<file path="src/rtl/mul_div_unit_pkg.sv">
// Shared definitions for the iterative multiply/divide unit: op codes,
// FSM state encoding and the fixed start-to-done latency.
package mul_div_unit_pkg;

  localparam int MDU_WIDTH   = 32;
  localparam int MDU_LATENCY = MDU_WIDTH + 2;

  typedef enum logic [1:0] {
    OP_MULT  = 2'b00,
    OP_MULTU = 2'b01,
    OP_DIV   = 2'b10,
    OP_DIVU  = 2'b11
  } op_e;

  typedef enum logic [1:0] {
    IDLE = 2'b00,
    PREP = 2'b01,
    RUN  = 2'b10,
    FIX  = 2'b11
  } state_e;

endpackage

</file>
<file path="src/rtl/mul_div_unit_if.sv">
// Control/result bundle between the control unit (master) and the
// multiply/divide unit (slave).
interface mul_div_unit_if
  import mul_div_unit_pkg::*;
#(
  parameter int WIDTH = 32
) ();

  // start is a request accepted only while busy is low (unit in IDLE);
  // while busy is high it is ignored, not held. done is a one-cycle pulse
  // marking the edge on which hi/lo took the new result.
  logic             start;
  logic [1:0]       op;
  logic [WIDTH-1:0] a;
  logic [WIDTH-1:0] b;
  logic             hi_we;
  logic             lo_we;
  logic [WIDTH-1:0] wdata;
  logic             busy;
  logic             done;
  logic [WIDTH-1:0] hi;
  logic [WIDTH-1:0] lo;
  state_e           state;

  modport master (
    output start, op, a, b, hi_we, lo_we, wdata,
    input  busy, done, hi, lo, state
  );

  modport slave (
    input  start, op, a, b, hi_we, lo_we, wdata,
    output busy, done, hi, lo, state
  );

endinterface

</file>
<file path="src/rtl/mul_div_unit.sv">
// Iterative 32-bit multiply/divide unit with architectural HI/LO registers:
// shift-add multiply and restoring divide on unsigned magnitudes.
module mul_div_unit
  import mul_div_unit_pkg::*;
#(
  parameter int WIDTH = 32
) (
  input  logic          clk,
  input  logic          reset,
  mul_div_unit_if.slave bus
);

  localparam int CW = $clog2(WIDTH);
  localparam logic [CW-1:0] LAST = CW'(WIDTH - 1);

  state_e             state;
  op_e                op_r;
  logic [WIDTH-1:0]   a_r, b_r, ma, mb;
  logic [2*WIDTH-1:0] acc;
  logic [CW-1:0]      cnt;
  logic               neg_lo, neg_hi, div_zero;

  logic               is_div, is_signed;
  logic [WIDTH-1:0]   mag_a, mag_b;
  logic [WIDTH:0]     mul_sum, rem_sh;
  logic [WIDTH-1:0]   rem_sub, quo_fix, rem_fix;
  logic               rem_ge;
  logic [2*WIDTH-1:0] acc_next, prod;

  assign bus.state = state;

  always_comb begin
    is_div    = (op_r == OP_DIV) || (op_r == OP_DIVU);
    is_signed = (op_r == OP_MULT) || (op_r == OP_DIV);
    mag_a     = (is_signed && a_r[WIDTH-1]) ? -a_r : a_r;
    mag_b     = (is_signed && b_r[WIDTH-1]) ? -b_r : b_r;
    // Multiply: acc = {partial product, remaining multiplier bits}.
    mul_sum   = {1'b0, acc[2*WIDTH-1:WIDTH]} + {1'b0, ma};
    // Divide: acc = {partial remainder, dividend bits becoming quotient}.
    // The shifted remainder needs WIDTH+1 bits for the compare, but once
    // it is >= the divisor the difference always fits in WIDTH bits.
    rem_sh    = acc[2*WIDTH-1:WIDTH-1];
    rem_ge    = rem_sh >= {1'b0, mb};
    rem_sub   = rem_sh[WIDTH-1:0] - mb;
    if (is_div)
      acc_next = rem_ge ? {rem_sub, acc[WIDTH-2:0], 1'b1} : {acc[2*WIDTH-2:0], 1'b0};
    else
      acc_next = acc[0] ? {mul_sum, acc[WIDTH-1:1]} : {1'b0, acc[2*WIDTH-1:1]};
    prod      = neg_lo ? -acc : acc;
    quo_fix   = div_zero ? '1  : (neg_lo ? -acc[WIDTH-1:0] : acc[WIDTH-1:0]);
    rem_fix   = div_zero ? a_r : (neg_hi ? -acc[2*WIDTH-1:WIDTH] : acc[2*WIDTH-1:WIDTH]);
  end

  always_ff @(posedge clk or posedge reset) begin
    if (reset) begin
      state    <= IDLE;
      op_r     <= OP_MULT;
      a_r      <= '0;
      b_r      <= '0;
      ma       <= '0;
      mb       <= '0;
      acc      <= '0;
      cnt      <= '0;
      neg_lo   <= 1'b0;
      neg_hi   <= 1'b0;
      div_zero <= 1'b0;
      bus.busy <= 1'b0;
      bus.done <= 1'b0;
      bus.hi   <= '0;
      bus.lo   <= '0;
    end else begin
      bus.done <= 1'b0;
      case (state)
        IDLE: begin
          if (bus.hi_we) bus.hi <= bus.wdata;
          if (bus.lo_we) bus.lo <= bus.wdata;
          if (bus.start) begin
            op_r     <= op_e'(bus.op);
            a_r      <= bus.a;
            b_r      <= bus.b;
            bus.busy <= 1'b1;
            state    <= PREP;
          end
        end
        PREP: begin
          ma       <= mag_a;
          mb       <= mag_b;
          acc      <= is_div ? {{WIDTH{1'b0}}, mag_a} : {{WIDTH{1'b0}}, mag_b};
          cnt      <= '0;
          neg_lo   <= is_signed && (a_r[WIDTH-1] ^ b_r[WIDTH-1]);
          neg_hi   <= is_signed && is_div && a_r[WIDTH-1];
          div_zero <= is_div && (b_r == '0);
          state    <= RUN;
        end
        RUN: begin
          acc <= acc_next;
          cnt <= cnt + 1'b1;
          if (cnt == LAST) state <= FIX;
        end
        FIX: begin
          if (is_div) begin
            bus.hi <= rem_fix;
            bus.lo <= quo_fix;
          end else begin
            bus.hi <= prod[2*WIDTH-1:WIDTH];
            bus.lo <= prod[WIDTH-1:0];
          end
          bus.busy <= 1'b0;
          bus.done <= 1'b1;
          state    <= IDLE;
        end
        default: state <= IDLE;
      endcase
    end
  end

endmodule

</file>
<file path="src/flat_wrapper.sv">
// flat-port wrapper written by rule: the top's interface ports become plain ports
module mul_div_unit_flat import mul_div_unit_pkg::*;
#(
  parameter int WIDTH = 32
)
  (clk, reset, bus_start, bus_op, bus_a, bus_b, bus_hi_we, bus_lo_we, bus_wdata, bus_busy, bus_done, bus_hi, bus_lo, bus_state);
  mul_div_unit_if #(.WIDTH(WIDTH)) bus_i ();
  input  logic clk;
  input  logic reset;
  input wire logic [$bits(bus_i.start)-1:0] bus_start;
  input wire logic [$bits(bus_i.op)-1:0] bus_op;
  input wire logic [$bits(bus_i.a)-1:0] bus_a;
  input wire logic [$bits(bus_i.b)-1:0] bus_b;
  input wire logic [$bits(bus_i.hi_we)-1:0] bus_hi_we;
  input wire logic [$bits(bus_i.lo_we)-1:0] bus_lo_we;
  input wire logic [$bits(bus_i.wdata)-1:0] bus_wdata;
  output wire logic [$bits(bus_i.busy)-1:0] bus_busy;
  output wire logic [$bits(bus_i.done)-1:0] bus_done;
  output wire logic [$bits(bus_i.hi)-1:0] bus_hi;
  output wire logic [$bits(bus_i.lo)-1:0] bus_lo;
  output wire logic [$bits(bus_i.state)-1:0] bus_state;
  assign bus_i.start = bus_start;
  assign bus_i.op = bus_op;
  assign bus_i.a = bus_a;
  assign bus_i.b = bus_b;
  assign bus_i.hi_we = bus_hi_we;
  assign bus_i.lo_we = bus_lo_we;
  assign bus_i.wdata = bus_wdata;
  assign bus_busy = bus_i.busy;
  assign bus_done = bus_i.done;
  assign bus_hi = bus_i.hi;
  assign bus_lo = bus_i.lo;
  assign bus_state = bus_i.state;
  mul_div_unit #(.WIDTH(WIDTH)) u_core (.clk(clk), .reset(reset), .bus(bus_i));
endmodule
</file>
<file path="config.mk">
export PLATFORM = sky130hd
export DESIGN_NAME = mul_div_unit_flat
export DESIGN_NICKNAME = d
export VERILOG_FILES = /design/src/rtl/mul_div_unit_pkg.sv /design/src/rtl/mul_div_unit_if.sv /design/src/rtl/mul_div_unit.sv /design/src/flat_wrapper.sv
export SDC_FILE = /design/constraint.sdc
export NUM_CORES = 1
export LEC_CHECK = 0
export ABC_AREA = 1
export CAP_MARGIN = 20
export CELL_PAD_IN_SITES_DETAIL_PLACEMENT = 1
export CELL_PAD_IN_SITES_GLOBAL_PLACEMENT = 1
export CORE_ASPECT_RATIO = 1.2
export CORE_UTILIZATION = 46
export DETAILED_ROUTE_END_ITERATION = 6
export PLACE_DENSITY_LB_ADDON = 0.15
export SETUP_SLACK_MARGIN = 0.1
export SKIP_LAST_GASP = 1
export SLEW_MARGIN = 5
export SYNTH_ARGS = -nofsm -noshare
export SYNTH_HDL_FRONTEND = slang
export SYNTH_SLANG_ARGS = --single-unit
</file>
<file path="constraint.sdc">
create_clock -name clk -period 24.4 [get_ports clk]
set_input_delay 4.88 -clock clk [delete_from_list [all_inputs] [get_ports clk]]
set_output_delay 4.88 -clock clk [all_outputs]
set_load 0.01 [all_outputs]
</file>
* Word level (Yosys, flattened, before mapping) *
Index checks and enable logic that the tools add are counted.

storage, ports and cells
  input port bits = 103
  register bits after elaboration = 270

cells by class
  magnitude comparators = 1
  reduce and logical (&&, ||, !) cells = 18
  equal/unequal tests = 10
  $add $sub $neg = 8
  muxes and demuxes = 25
  bitwise logic cells = 1

operators with widths
  cell                                                             count
  32-bit two-way mux                                               11
  64-bit two-way mux                                               4
  32-bit negator                                                   4
  32-bit one-hot mux with 2 select lines                           2
  64-bit one-hot mux with 2 select lines                           1
  64-bit negator                                                   1
  32-bit by 32-bit adder with 33-bit output                        1
  33-bit by 32-bit greater-or-equal comparator with 1-bit output   1
  32-bit logical NOT                                               1
  32-bit subtractor                                                1
  5-bit one-hot mux with 2 select lines                            1
  2-bit AND reduction                                              5
  2-bit == test, second input constant                             4
  2-bit one-hot mux with 4 select lines                            1
  1-bit logical AND                                                6
  2-bit != test, second input constant                             3
  5-bit by 1-bit adder with 5-bit output, second input constant    1
  5-bit == test, second input constant                             1
  2-bit logical NOT                                                2
  2-bit two-way mux                                                2
  2-bit nonzero test                                               2
  2-bit by 1-bit == test with 1-bit output, second input constant  1
  1-bit logical OR                                                 2
  1-bit two-way mux                                                2
  other kinds (3)                                                  3

* Logic depth before layout (Yosys ltp) *
Gate-level depths: netlist (run 1).

  depth after elaboration = 6
  depth in mapped cells = 18
  mapped depth without buffers = 18

* Worst setup path after synthesis (run 1) *
OpenSTA, ideal clock, no wires.

  kind = input -> register
  start = input port bus_lo_we
  end = register u_core.bus.lo[18]
  stages = 6
  required time = 24,323 ps
  path slack = 18,607 ps
  data arrival time = 5,716 ps
  path through = nand2_1 nand2_1 inv_2 buf_1 a21oi_1 a21oi_1

on the way
  cells in the longest elaborated chain, start to end = 2

ends and longest elaborated chain
  what                                  line                   RTL
  start: declaration                    flat_wrapper.sv:15     input wire logic [$bits(bus_i.lo_we)-1:0] bus_lo_we;
  2-bit != test (no source line)        n/a
  2-bit AND reduction (no source line)  n/a
  end signal: assignment                mul_div_unit.sv:76     if (bus.lo_we) bus.lo <= bus.wdata;
  end signal: assignment                mul_div_unit.sv:103    bus.lo <= quo_fix;
  end signal: assignment                mul_div_unit.sv:106    bus.lo <= prod[WIDTH-1:0];
  end: declaration                      mul_div_unit_if.sv:32  output busy, done, hi, lo, state

No other way between the ends.
A chain may end at the register's enable or synchronous reset.

* Worst setup path after layout (run 1) *
  start = register u_core.state[0] (netlist: u_core.bus.state[0])
  end = output port bus_state[0]

RTL lines
  what                      line                RTL
  start: declaration        mul_div_unit.sv:16  state_e state;
  start signal: assignment  mul_div_unit.sv:56  state <= IDLE;
  start signal: assignment  mul_div_unit.sv:82  state <= PREP;
  start signal: assignment  mul_div_unit.sv:93  state <= RUN;
  end: declaration          flat_wrapper.sv:21  output wire logic [$bits(bus_i.state)-1:0] bus_state;

No word-level cell between the ends.

==> results of run 1 <==
-- state kept, by name (all words and copies together) (netlist names) --
register	count
u_core.a_r	32
u_core.neg_hi	1
u_core.acc	64
u_core.b_r	32
u_core.bus.hi	32
u_core.cnt	5
u_core.ma	32
u_core.bus.done	1
u_core.bus.state	2
u_core.bus.busy	1
u_core.mb	32
u_core.neg_lo	1
u_core.op_r	2
u_core.div_zero	1
u_core.bus.lo	32
-- layout make-up --
class                   instances  area, µm²  area share
clock buffers                  39        846      0.0331
clock inverters                16        164     0.00641
diodes                          3       7.51    0.000293
flip-flops and latches        270       6760       0.264
repair buffers                194       1930      0.0756
multi-input cells            2802      13400       0.524
well taps                     630        788      0.0308
inverters                     446       1690      0.0659
-- final timing paths --
path                       cells past startpoint  slack, ns                 to                 from
hold / removal                                 2       0.49  u_core.bus.lo[17]    u_core.bus.lo[17]
setup / recovery                               1      17.93       bus_state[0]  u_core.bus.state[0]
hold reg to reg                                2       0.49  u_core.bus.lo[17]    u_core.bus.lo[17]
min in group asynchronous                      2       4.75  u_core.bus.hi[18]                reset
max in group asynchronous                      3      18.14     u_core.acc[14]                reset
setup reg to reg                               7      20.94      u_core.acc[0]  u_core.bus.state[0]
-- cells in the mapped netlist (4+ instances only) --
cell,number,share of area
nand2_2,10,0.0028
a22oi_1,10,0.0034
dfrtp_1,270,0.30
inv_2,7,0.0012
clkinv_1,4,0.00067
nand3_1,346,0.077
ha_1,74,0.041
a31oi_1,45,0.013
o22ai_1,9,0.0025
o21ai_1,9,0.0020
buf_2,16,0.0036
buf_1,15,0.0025
nand2_1,1101,0.18
o21ai_0,242,0.054
o31ai_1,5,0.0017
nor2_2,17,0.0047
o21bai_1,7,0.0023
xor2_1,51,0.020
clkbuf_1,109,0.018
a21oi_1,288,0.064
nor3_1,23,0.0051
or2_2,4,0.0011
a21oi_2,4,0.0016
nor2_1,425,0.071
xnor2_1,12,0.0047
o211ai_1,15,0.0050
nand3b_1,12,0.0040
inv_1,434,0.073
nand4_1,63,0.018
-- kinds of logic (layout without fill, tap and decap cells) --
logic type	after synthesis	after routing	synth area share
other	0	3	0
and+or+nand+nor	2017	2017	0.376
AOI/OAI and AO/OA	646	646	0.154
DFF	270	270	0.302
adders and majority gates	76	76	0.0431
xor gates and xnor gates	63	63	0.0246
buffers and inverters	589	695	0.101
-- report_power, final --
group	internal, mW	switching (mW)
Sequential	0.659	0.293
Clock	0.268	0.217
Combinational	0.752	1.77
-- per-layer routing --
metal,vias to the layer above,track usage
met5,-,0
met4,4,0.324
met3,391,0.0713
met2,1352,0.699
met1,13100,0.526
li1,12000,-
-- stage by stage --
| stage | setup slack [ns] | hold slack [ns] | instances |
|---|---|---|---|
| after floorplan | 12.08 | 0.453 | 3661 |
| after global placement | 17.52 | 0.466 | 4340 |
| after detailed placement | 17.48 | 0.480 | 4340 |
| after CTS | 17.91 | 0.494 | 4395 |
| after global routing | 17.88 | 0.524 | 4398 |
| final | 17.93 | 0.492 | 4400 |
==> impl_metrics.yaml, run 1 <==
synth:
  synth_cells: 3661
  syn_avg_cell_area_um2: 6.12
  syn-num-nets: 3840
  async_flop_share: 1.00
  ys_ff_latch: 270
  yosysWarnings: 0
  yosys_most_used_dff: "dfrtp_1"
  synth_area_mm2: 0.0224
  seq_area_frac_synth: 0.302
  synth.distinct_cells: 50
  synth_edf_count: 0
cts:
  cts-hold-fix-buffers: 0
  post_cts_buffers: 0
  clkSinkCount: 270
  clockBufferDepth: 3
  post_cts_resized: 0
  numCtsBuffers: 31
  cts_root_buffer: "clkbuf_16"
  insertion_delay_ns: 0.63
  htreeDepth: 1
  cts_tree: "done"
  clkTransAtPathRegs_ns: 0.07
power:
  design_power_total_mw: 3.96
  p_per_area_mw_per_mm2: 155
  p_leak_nw: 12.7
  max-vdd-ir-drop_uv: 81.5
detailed_routing:
  wl_met3_um: 9170
  drc_errors: 14
  highest_layer: "met5"
  first_iter_violations: 2620
  via_per_inst: 6.10
  drtPass1Iterations: 7
  avgRoutedWirePerCell_um: 24.9
  wl_met2_um: 49600
  vias: 26800
  wl_met1_um: 41000
  finalWirelength_um: 109000
  drtAntennaViolNets: 0
setup_path:
  critPathTopFamily: "buffers and inverters"
  crit_chain: "clkdlybuf4s50_1"
  crit_fanout: 4
  cp-start-kind: "flop"
  slowest_delay_ns: 0.57
  cp_data_required_time_ns: 19.52
  critPathKind: "reg2out"
  cp_num_buf_inv: 1
  crit_slowest_cell: "clkdlybuf4s50_1"
  cp.arrival_ns: 1.59
  end_kind: "output pin"
placement:
  gp_congestion: 1.07
  placed_area_mm2: 0.0245
  portBuffers: 170
  hpwl_um: 86000
sta:
  finalSetupViolations: 0
  rsz0062_at_grt: "false"
  slew_viol_final: 0
  max_slew_margin: 0.293
  post-route-period-util: 0.265
  maxClockFrequency_mhz: 155
  worst_pin_slew_ns: 1.06
  min_period_ns: 6.47
  hold_viol: 0
  setup-tns-final_ns: 0
  skew_ns: 0.0198
grt:
  grt_max_degree: 159
  grt_overflow: 0
  grt_pass1_vias: 26900
  grt_pass1_wl_um: 163000
  track_usage: 0.436
  antenna_found_initial: 3
die:
  die_h_um: 244
  start_util: 0.466
  io_pins: 171
  rows: 88
  coreArea_mm2: 0.0481
  fp.dieW_um: 203
  dieArea_mm2: 0.0496
layout:
  final_core_util: 0.532
  nFillCells: 6633
  final_nets: 3924
  layout_common_cells: "nand2_1, inv_1, nor2_1"
  drive_above_1_share: 0.0369
  synthToLayoutAreaGrowth_pct: 14.2
  fin_area_mm2: 0.0256
  layout_commonest_cell: "nand2_1"
job:
  maxCapViolCount: 0
min_path:
  hold_class: "reg2reg"
status:
  violations: "design-rule violations"
  status: "finished, violations left"
Power figures use the tool's default switching activity.
==> run 2, diff against run 1 <==
--- a/config.mk
+++ b/config.mk
@@ -10,7 +10,7 @@
 export CELL_PAD_IN_SITES_DETAIL_PLACEMENT = 1
 export CELL_PAD_IN_SITES_GLOBAL_PLACEMENT = 1
 export CORE_ASPECT_RATIO = 1.2
-export CORE_UTILIZATION = 46
+export CORE_UTILIZATION = 38
 export DETAILED_ROUTE_END_ITERATION = 6
 export PLACE_DENSITY_LB_ADDON = 0.15
 export SETUP_SLACK_MARGIN = 0.1
==> constraint.sdc (replaced) <==
create_clock -name clk -period 5.2 [get_ports clk]
set_input_delay 1.04 -clock clk [delete_from_list [all_inputs] [get_ports clk]]
set_output_delay 1.04 -clock clk [all_outputs]
set_load 0.01 [all_outputs]
==> run 2 against run 1 <==
The flow now finishes without violations. Sequential power grew to 4.7 times the previous value. Setup slack lost 16 ns. Total power grew to 4.8 times the previous value. Flip-flop and latch count is the same. Wire length grew 4.1%. Critical path depth grew 12. Hold slack lost 0.0037 ns. Sequential share of layout area shrank 0.25 points. Clock power grew to 4.7 times the previous value. Clock-buffer cell count grew 9. Critical endpoint is now u_core.acc[51]. Largest power group unchanged.
==> impl_metrics.yaml, run 2 (synthesized netlist as in run 1, its figures left out) <==
detailed_routing:
  drtAntennaViolNets: 0
  via_per_inst: 5.79
  drtPass1Iterations: 5
  first_iter_violations: 2328
  vias: 26200
  finalWirelength_um: 114000
  drc_errors: 0
  avgRoutedWirePerCell_um: 25.2
die:
  rows: 97
  io_pins: 171
  dieArea_mm2: 0.0599
  coreArea_mm2: 0.0583
  fp.dieW_um: 224
  die_h_um: 268
  start_util: 0.385
cts:
  numCtsBuffers: 31
  insertion_delay_ns: 0.62
  cts_tree: "done"
  post_cts_resized: 0
  clockBufferDepth: 3
  cts_root_buffer: "clkbuf_16"
  cts-hold-fix-buffers: 0
  post_cts_buffers: 0
  clkTransAtPathRegs_ns: 0.06
  clkSinkCount: 270
  htreeDepth: 1
sta:
  skew_ns: 0.0189
  rsz0062_at_grt: "false"
  slew_viol_final: 0
  min_period_ns: 3.15
  finalSetupViolations: 0
  max_slew_margin: 0.188
  maxClockFrequency_mhz: 317
  setup-tns-final_ns: 0
  holdWs_ns: 0.488
  post-route-period-util: 0.606
  hold_viol: 0
  worst_pin_slew_ns: 1.21
setup_path:
  worstReg2RegEnd: "u_core.acc[51]"
  critPathKind: "reg2reg"
  rrSetupSlack_ns: 2.05
  cp-start-kind: "flop"
  reg2reg_depth: 13
  r2r-start: "u_core.acc[33]"
  end_kind: "flop"
  cp_data_required_time_ns: 5.75
  crit_fanout: 8
  cp.arrival_ns: 3.70
status:
  status: "complete, no violations"
layout:
  regMostFlops: "u_core.acc"
  layout_commonest_cell: "nand2_1"
  layout_common_cells: "nand2_1, inv_1, nor2_1"
  synthToLayoutAreaGrowth_pct: 15.3
  drive_above_1_share: 0.0374
  final_nets: 3933
  largest_reg_flops: 64
power:
  p_leak_nw: 12.7
  p_per_area_mw_per_mm2: 732
  design_power_total_mw: 18.9
  max-vdd-ir-drop_uv: 359
grt:
  grt_pass1_wl_um: 168000
  grt_overflow: 0
  antenna_found_initial: 1
  track_usage: 0.376
  grt_max_degree: 95
  grt_pass1_vias: 25800
min_path:
  hold_class: "reg2reg"
  holdPathStages: 2
  hold_start: "u_core.bus.lo[22]"
  hold_end: "u_core.bus.lo[22]"
placement:
  portBuffers: 170
  gp_congestion: 1.03
  hpwl_um: 92400
job:
  maxCapViolCount: 0
[run 2: power by group]
part / internal (mW) / total, mW / switching, mW
combinational: 3.58 / 12.2 / 8.57
clock: 1.32 / 2.28 / 0.961
sequential: 3.09 / 4.47 / 1.37
[run 2: worst max path at each step]
stage / startpoint / slack (ns) / endpoint
CTS: u_core.neg_hi / 1.97 / u_core.bus.hi[15]
global placement: bus_start / 1.93 / u_core.a_r[0]
floorplan: reset / 0.59 / u_core.a_r[0]
detailed placement: bus_start / 1.83 / u_core.a_r[28]
finish: u_core.acc[33] / 2.05 / u_core.acc[51]
global route: u_core.acc[0] / 1.91 / u_core.bus.hi[21]
[run 2: routing by layer]
layer	up-vias	part of all wire	track usage	routed length, µm
met5	-	0.00011	0	13
li1	12000	-	-	-
met4	2	0.061	0.202	6980
met1	12900	0.43	0.501	49000
met2	1018	0.44	0.585	50000
met3	246	0.070	0.0590	8010
[run 2: layout make-up]
type | instances | area, µm²
Clock buffer | 48 | 930
Antenna cell | 1 | 2.50
Tap cell | 742 | 928
Clock inverter | 4 | 87.6
Inverter | 446 | 1680
Sequential cell | 270 | 6760
Timing Repair Buffer | 203 | 2040
Fill cell | 7867 | 32400
Multi-Input combinational cell | 2802 | 13400
[run 2: metrics by stage]
step	std cells	setup slack [ns]	cell area, µm²	util
final	4516	2.05	25800	0.443
after global routing	4515	1.91	25800	0.443
after CTS	4513	1.97	25800	0.442
after detailed placement	4461	1.83	24800	0.425
after global placement	4460	1.93	24700	0.425
after floorplan	3661	0.593	22400	-
[run 2: worst max-delay path: stages, from the launching register on]
cell     delay (ns)
dfrtp_1        0.71
inv_1          0.26
fa_1           0.47
inv_1          0.21
nand3_1        0.13
nand3_1        0.16
nand3_1        0.09
nand3_1        0.26
nand2_1        0.12
nand3_1        0.09
nand3_1        0.20
nand2_1        0.18
nand4_1        0.10
nand2_1        0.10
